<file path="config.mk">
export PLATFORM = sky130hd
export DESIGN_NAME = cbp_ue_enc
export DESIGN_NICKNAME = d
export VERILOG_FILES = /design/src/rtl/cbp_ue_enc.sv
export SDC_FILE = /design/constraint.sdc
export NUM_CORES = 1
export LEC_CHECK = 0
export BUFFER_PORTS_ARGS = -buffer_cell sky130_fd_sc_hd__clkbuf_2
export CAP_MARGIN = 40
export CORE_MARGIN = 2
export CORE_UTILIZATION = 55
export DETAILED_ROUTE_END_ITERATION = 6
export GPL_TIMING_DRIVEN = 0
export MAX_ROUTING_LAYER = met4
export PLACE_DENSITY = 0.81
export SKIP_CTS_REPAIR_TIMING = 1
export SYNTH_ARGS = -nofsm -noshare
export SYNTH_HDL_FRONTEND = slang
export SYNTH_SLANG_ARGS = --single-unit
</file>
<file path="constraint.sdc">
create_clock -name clk -period 2.83 [get_ports clk]
set_input_delay 0.4245 -clock clk [delete_from_list [all_inputs] [get_ports clk]]
set_output_delay 0.4245 -clock clk [all_outputs]
set_load 0.01 [all_outputs]
</file>
<file path="src/rtl/cbp_ue_enc.sv">
// cbp_ue_enc
// Two-stage elastic pipeline for the coded_block_pattern syntax element.
// Stage 1 maps the macroblock CBP to a codeNum using the me(v) mapping tables.
// Stage 2 builds the ue(v) Exp-Golomb codeword (value and length) from that codeNum.
// A saturating counter adds up the codeword lengths of every codeword the packer accepts.
// Ports:
//   clk, rst_n              clock; asynchronous active-low reset
//   in_valid/in_ready       input handshake; in_cbp {chroma[5:4], luma8x8[3:0]}, in_inter table select
//   out_valid/out_ready     output handshake
//   out_bits                codeNum+1, right-aligned; the packer emits out_len bits
//   out_len                 codeword length, 1..11
//   out_code_num            mapped codeNum
//   out_err                 the CBP is illegal for CHROMA_MODE; codeNum is forced to 0
//   cnt_clr, bit_cnt        slice-start clear and saturating sum of accepted out_len
module cbp_ue_enc #(
    parameter int CHROMA_MODE = 1,
    parameter int CNT_W       = 24
) (
    input  logic             clk,
    input  logic             rst_n,
    input  logic             in_valid,
    output logic             in_ready,
    input  logic [5:0]       in_cbp,
    input  logic             in_inter,
    output logic             out_valid,
    input  logic             out_ready,
    output logic [5:0]       out_bits,
    output logic [3:0]       out_len,
    output logic [5:0]       out_code_num,
    output logic             out_err,
    input  logic             cnt_clr,
    output logic [CNT_W-1:0] bit_cnt
);

    // Inverse of the ChromaArrayType 1/2 intra column: CBP -> codeNum
    function automatic logic [5:0] map_a_intra(input logic [5:0] c);
        logic [5:0] m;
        case (c)
            6'd0:  m = 6'd3;  6'd1:  m = 6'd29; 6'd2:  m = 6'd30; 6'd3:  m = 6'd17;
            6'd4:  m = 6'd31; 6'd5:  m = 6'd18; 6'd6:  m = 6'd37; 6'd7:  m = 6'd8;
            6'd8:  m = 6'd32; 6'd9:  m = 6'd38; 6'd10: m = 6'd19; 6'd11: m = 6'd9;
            6'd12: m = 6'd20; 6'd13: m = 6'd10; 6'd14: m = 6'd11; 6'd15: m = 6'd2;
            6'd16: m = 6'd16; 6'd17: m = 6'd33; 6'd18: m = 6'd34; 6'd19: m = 6'd21;
            6'd20: m = 6'd35; 6'd21: m = 6'd22; 6'd22: m = 6'd39; 6'd23: m = 6'd4;
            6'd24: m = 6'd36; 6'd25: m = 6'd40; 6'd26: m = 6'd23; 6'd27: m = 6'd5;
            6'd28: m = 6'd24; 6'd29: m = 6'd6;  6'd30: m = 6'd7;  6'd31: m = 6'd1;
            6'd32: m = 6'd41; 6'd33: m = 6'd42; 6'd34: m = 6'd43; 6'd35: m = 6'd25;
            6'd36: m = 6'd44; 6'd37: m = 6'd26; 6'd38: m = 6'd46; 6'd39: m = 6'd12;
            6'd40: m = 6'd45; 6'd41: m = 6'd47; 6'd42: m = 6'd27; 6'd43: m = 6'd13;
            6'd44: m = 6'd28; 6'd45: m = 6'd14; 6'd46: m = 6'd15; 6'd47: m = 6'd0;
            default: m = 6'd0;
        endcase
        return m;
    endfunction

    // Inverse of the ChromaArrayType 1/2 inter column: CBP -> codeNum
    function automatic logic [5:0] map_a_inter(input logic [5:0] c);
        logic [5:0] m;
        case (c)
            6'd0:  m = 6'd0;  6'd1:  m = 6'd2;  6'd2:  m = 6'd3;  6'd3:  m = 6'd7;
            6'd4:  m = 6'd4;  6'd5:  m = 6'd8;  6'd6:  m = 6'd17; 6'd7:  m = 6'd13;
            6'd8:  m = 6'd5;  6'd9:  m = 6'd18; 6'd10: m = 6'd9;  6'd11: m = 6'd14;
            6'd12: m = 6'd10; 6'd13: m = 6'd15; 6'd14: m = 6'd16; 6'd15: m = 6'd11;
            6'd16: m = 6'd1;  6'd17: m = 6'd32; 6'd18: m = 6'd33; 6'd19: m = 6'd36;
            6'd20: m = 6'd34; 6'd21: m = 6'd37; 6'd22: m = 6'd44; 6'd23: m = 6'd40;
            6'd24: m = 6'd35; 6'd25: m = 6'd45; 6'd26: m = 6'd38; 6'd27: m = 6'd41;
            6'd28: m = 6'd39; 6'd29: m = 6'd42; 6'd30: m = 6'd43; 6'd31: m = 6'd19;
            6'd32: m = 6'd6;  6'd33: m = 6'd24; 6'd34: m = 6'd25; 6'd35: m = 6'd20;
            6'd36: m = 6'd26; 6'd37: m = 6'd21; 6'd38: m = 6'd46; 6'd39: m = 6'd28;
            6'd40: m = 6'd27; 6'd41: m = 6'd47; 6'd42: m = 6'd22; 6'd43: m = 6'd29;
            6'd44: m = 6'd23; 6'd45: m = 6'd30; 6'd46: m = 6'd31; 6'd47: m = 6'd12;
            default: m = 6'd0;
        endcase
        return m;
    endfunction

    // Inverse of the ChromaArrayType 0/3 columns (luma-only CBP); inter selects the column
    function automatic logic [5:0] map_b(input logic [3:0] c, input logic inter);
        logic [5:0] m;
        case ({inter, c})
            5'd0:  m = 6'd1;  5'd1:  m = 6'd10; 5'd2:  m = 6'd11; 5'd3:  m = 6'd6;
            5'd4:  m = 6'd12; 5'd5:  m = 6'd7;  5'd6:  m = 6'd14; 5'd7:  m = 6'd2;
            5'd8:  m = 6'd13; 5'd9:  m = 6'd15; 5'd10: m = 6'd8;  5'd11: m = 6'd3;
            5'd12: m = 6'd9;  5'd13: m = 6'd4;  5'd14: m = 6'd5;  5'd15: m = 6'd0;
            5'd16: m = 6'd0;  5'd17: m = 6'd1;  5'd18: m = 6'd2;  5'd19: m = 6'd5;
            5'd20: m = 6'd3;  5'd21: m = 6'd6;  5'd22: m = 6'd14; 5'd23: m = 6'd10;
            5'd24: m = 6'd4;  5'd25: m = 6'd15; 5'd26: m = 6'd7;  5'd27: m = 6'd11;
            5'd28: m = 6'd8;  5'd29: m = 6'd12; 5'd30: m = 6'd13; 5'd31: m = 6'd9;
            default: m = 6'd0;
        endcase
        return m;
    endfunction

    // Exp-Golomb length 2p+1, where p is the leading-one position of codeNum+1
    function automatic logic [3:0] ue_len(input logic [5:0] v);
        logic [3:0] l;
        if (v[5])      l = 4'd11;
        else if (v[4]) l = 4'd9;
        else if (v[3]) l = 4'd7;
        else if (v[2]) l = 4'd5;
        else if (v[1]) l = 4'd3;
        else           l = 4'd1;
        return l;
    endfunction

    logic             s1_valid_r;
    logic [5:0]       s1_code_num_r;
    logic             s1_err_r;
    logic [5:0]       lk_code_s;
    logic             lk_err_s;
    logic             adv_s;
    logic [5:0]       bits_s;
    logic             out_hs_s;
    logic [CNT_W:0]   sum_s;
    logic [CNT_W-1:0] sat_s;

    // Stage 2 accepts whenever it is empty or its content leaves this cycle
    assign adv_s    = !out_valid || out_ready;
    assign in_ready = !s1_valid_r || adv_s;
    assign out_hs_s = out_valid && out_ready;
    assign bits_s   = s1_code_num_r + 6'd1;

    // CBP -> codeNum lookup with legality check for the configured chroma format
    always_comb begin
        lk_code_s = 6'd0;
        lk_err_s  = 1'b0;
        if (CHROMA_MODE != 0) begin
            if (in_cbp > 6'd47) begin
                lk_err_s = 1'b1;
            end else if (in_inter) begin
                lk_code_s = map_a_inter(in_cbp);
            end else begin
                lk_code_s = map_a_intra(in_cbp);
            end
        end else begin
            if (in_cbp[5:4] != 2'd0) begin
                lk_err_s = 1'b1;
            end else begin
                lk_code_s = map_b(in_cbp[3:0], in_inter);
            end
        end
    end

    // Saturating accumulate: an overflow into the extra MSB pins the count at all-ones
    always_comb begin
        sum_s = {1'b0, bit_cnt} + (CNT_W+1)'(out_len);
        if (sum_s[CNT_W]) begin
            sat_s = {CNT_W{1'b1}};
        end else begin
            sat_s = sum_s[CNT_W-1:0];
        end
    end

    // Stage 1 register: captures the lookup result whenever there is room
    always_ff @(posedge clk or negedge rst_n) begin
        if (!rst_n) begin
            s1_valid_r    <= 1'b0;
            s1_code_num_r <= 6'd0;
            s1_err_r      <= 1'b0;
        end else if (in_ready) begin
            s1_valid_r <= in_valid;
            if (in_valid) begin
                s1_code_num_r <= lk_code_s;
                s1_err_r      <= lk_err_s;
            end
        end
    end

    // Stage 2 register: drives the outputs, which hold while stalled
    always_ff @(posedge clk or negedge rst_n) begin
        if (!rst_n) begin
            out_valid    <= 1'b0;
            out_bits     <= 6'd0;
            out_len      <= 4'd0;
            out_code_num <= 6'd0;
            out_err      <= 1'b0;
        end else if (adv_s) begin
            out_valid <= s1_valid_r;
            if (s1_valid_r) begin
                out_bits     <= bits_s;
                out_len      <= ue_len(bits_s);
                out_code_num <= s1_code_num_r;
                out_err      <= s1_err_r;
            end
        end
    end

    // Per-slice bit counter; a clear coinciding with a handshake keeps that codeword's length
    always_ff @(posedge clk or negedge rst_n) begin
        if (!rst_n) begin
            bit_cnt <= {CNT_W{1'b0}};
        end else if (cnt_clr) begin
            bit_cnt <= out_hs_s ? CNT_W'(out_len) : {CNT_W{1'b0}};
        end else if (out_hs_s) begin
            bit_cnt <= sat_s;
        end
    end

endmodule

</file>
==> summary.md <==
| Metric | Value |
|---|---|
| # H-tree levels | `2` |
| Mapped Area | `0.00361 mm²` |
| Crit Path Max Fanout | `10` |
| Worst Setup SP | `out_len[0]` |
| Area contributors post-synth | `dfrtp_1 (35%), nand2_1 (4.9%), ha_1 (3.8%)` |
| CP Capture Type | `register` |
| Worst path cell trace | `ha_1 -> fa_1 -> a211o_1 -> nand2_1 -> or3_1 -> buf_2 -> buf_6 -> a21oi_1 -> o21a_1` |
| Clock-pin slew of the registers on the worst-case setup and hold paths | `approximately 0.09 ns` |
| Vias in the first global route | `about 3,500` |
| RSZ-0062 raised after global routing | `false` |
| Core Rows | `29` |
| Delay-heaviest family, CP | `adder cells` |
| Worst r2r src | `out_len[0]` |
| Routed vias | `3,611` |
| CP bufs+invs | `2` |
| Clk_lat worst skew | `0.31 ns` |
| R2R setup slack | `0.26 ns` |
| CTS tree | `done` |
| Critical Setup Path Class | `reg -> reg` |
| Max Cap Violations | `0` |
| Post-route minimum period | `about 2.6 ns` |
| Async S/R FF share, synth | `100%` |
| Iter 0 DRT Violations | `~240` |
| CTS Sinks | `50` |
| Final TNS setup | `0 ns` |
| Final period util | `about nine tenths` |
| Tightest Pin Transition | `0.673 ns` |
| Synth top cells by count | `dfrtp_1 (50), nand2_1 (47), nor2_1 (35)` |
| # IOs | `55` |
| Die H | `85.0 µm` |
| FF+latch count, synth | `50` |
| Clock root cell | `clkbuf_8` |
| Mean routed wirelength per cell | `17.8 µm` |
| Share of the synthesized area in the top cell type | `between 30% and 40%` |
| Final core occ | `approximately two thirds` |
| Die width | `85.0 µm` |
| Ant diodes | `0` |
| DPL Wire Length | `a little over 7000 µm` |
| Core area | `roughly 0.0063 mm²` |
| Largest net degree at the start of global routing | `32` |
| Seq/Total Area, Yosys | `approximately a third` |
| Relative slew slack | `a little under three fifths` |
| Critical Path Max Stage Delay | `about 0.43 ns` |
| Yosys cell types | `74` |
| R2r worst-path depth | `9` |
| Clock tree buffer depth | `2` |
| Most common cell in the netlist | `dfrtp_1` |
| Post-synth EDFFs | `0` |
| Synth warn | `0` |
| Buffers on Ports | `53` |
| Max IR drop VDD | `roughly 0.00044 V` |
| Worst Path Required | `~3.0 ns` |
| Largest area contributor in the netlist | `dfrtp_1` |
| Total congestion overflow | `0` |
| Global-route wire length before repair | `17,000 µm` |
| CTS buffer count | `5` |
| Crit path to | `bit_cnt[9]` |
| Die area | `a little over 0.007 mm²` |
| Post-Route WL | `9980 µm` |
| Vias/cell | `6.45` |
| Area Overhead vs Synth | `14.5%` |
| ANT nets after route | `0` |
| Pins over their slew limit | `0` |
| Mapped Nets | `~440` |
| Crit path DAT | `2.77 ns` |
| Clk_skew | `about 0.011 ns` |
| RD Place Congestion | `slightly above 1` |
| Power density cells | `between 400 and 500 mW/mm²` |
| Max Fclk | `approximately 0.39 GHz` |
| Lkg Pwr | `approximately 1.9 nW` |
| Final nets | `506` |
| Most used flip-flop cell after synthesis | `dfrtp_1` |
| Antenna violations before repair | `0` |
| Status | `complete, no violations` |
| GRT Resource Usage Total | `~30%` |
| Initial core utilization | `56.8%` |
| Critical path depth in cells | `9` |
| Post-synthesis cell count | `420` |
| TritonRoute pass-1 iters | `5` |
| CP Launch Type | `register` |
| R2R Path End | `bit_cnt[9]` |
| Hold Path Class | `in -> async` |
| Layout cell share with drive strength beyond 1 | `between 10% and 20%` |
| Setup Viol. Count Final | `0` |
| Worst path slowest cell | `dfrtp_1` |
| Hold violation count in the final report | `0` |
| Remaining DRCs | `0` |
| Synth Area per Inst | `~8.6 µm²` |
==> worst min path at each step <==
stage	startpoint	to	slack, ns	cells after the start
floorplan	rst_n	bit_cnt[0]	0.13	0
global placement	s1_err_r	out_err	0.46	2
detailed placement	s1_err_r	out_err	0.46	2
CTS	rst_n	bit_cnt[22]	0.24	1
global route	rst_n	s1_code_num_r[1]	0.03	1
finish	rst_n	bit_cnt[22]	0.007	1
==> worst reg2reg max path: cells and delay by family (launching register included) <==
kind,cells,cell delay [ns]
AND/OR/NAND/NOR,2,0.41
buffers and inverters,2,0.37
AO/OA/AOI/OAI,3,0.58
flip-flops,1,0.43
adder cells (fa/ha/maj),2,0.67
==> where the power goes <==
group | internal, mW | switching [mW] | total [mW]
Sequential | 0.804 | 0.0899 | 0.894
Clock | 0.265 | 0.236 | 0.501
Combinational | 0.262 | 0.375 | 0.637
==> sequential cells by signal (all words and copies together), names as in the netlist <==
register / count
out_err: 1
out_code_num: 6
s1_valid_r: 1
s1_code_num_r: 6
out_valid: 1
s1_err_r: 1
out_bits: 6
bit_cnt: 24
out_len: 4
==> metrics by stage <==
stage | hold slack [ns] | setup WS [ns] | power [mW] | instances | cell area, µm²
2_1_floorplan | 0.129 | 0.526 | 1.31 | 420 | 3610
4_1_cts | 0.238 | 0.276 | 2.04 | 559 | 4100
5_1_grt | 0.0288 | 0.116 | 2.15 | 560 | 4130
3_3_place_gp | 0.456 | 0.196 | 1.51 | 550 | 3970
6_report | 0.00733 | 0.262 | 2.03 | 560 | 4130
3_5_place_dp | 0.455 | 0.232 | 1.54 | 551 | 4000
==> final cells by class <==
| class | instances | area [µm²] |
|---|---|---|
| Buffer | 31 | 136 |
| Multi-Input combinational cell | 330 | 2180 |
| Sequential cell | 50 | 1250 |
| Timing Repair Buffer | 55 | 320 |
| Tap cell | 77 | 96.3 |
| Clock inverter | 1 | 30.0 |
| Clock buffer | 7 | 76.3 |
| Fill cell | 550 | 2220 |
| Inverter | 9 | 33.8 |
==> per-layer routing <==
metal	global-route usage [%]	vias to the layer above	wire, µm
li1	-	1702	-
met1	37.7	1723	4120
met2	49.1	167	5040
met3	3.99	19	659
met4	9.52	0	163
met5	-	-	0
==> kinds of logic after synthesis <==
family | Yosys count | share of synthesized area (%)
mux | 11 | 4.16
compound gates | 124 | 24.7
flops | 50 | 34.7
xor+xnor | 6 | 1.46
simple gates | 177 | 25.9
buf+inv | 40 | 4.72
fa+ha+maj | 12 | 4.37
==> cells in the final DEF, fill, tap and decap left out, types with 4 or more instances in the layout <==
master,synthesis,final
o21ai_0,24,24
clkbuf_8,0,5
ha_1,11,11
clkbuf_1,19,21
clkbuf_2,0,53
nor2b_1,6,6
mux2i_1,6,6
a211oi_1,6,6
and2_1,6,6
nor3_1,14,14
a21oi_1,24,24
and3_1,12,12
nand3_1,16,16
o21a_1,5,5
a41oi_1,5,5
buf_2,7,7
nand2_1,47,47
nand2b_1,11,11
inv_1,7,7
and4_1,7,7
o31ai_1,6,6
nor2_1,35,35
dfrtp_1,50,50
nand4_1,4,4
a31oi_1,9,9
No activity file was read; power rests on OpenSTA's default activity.
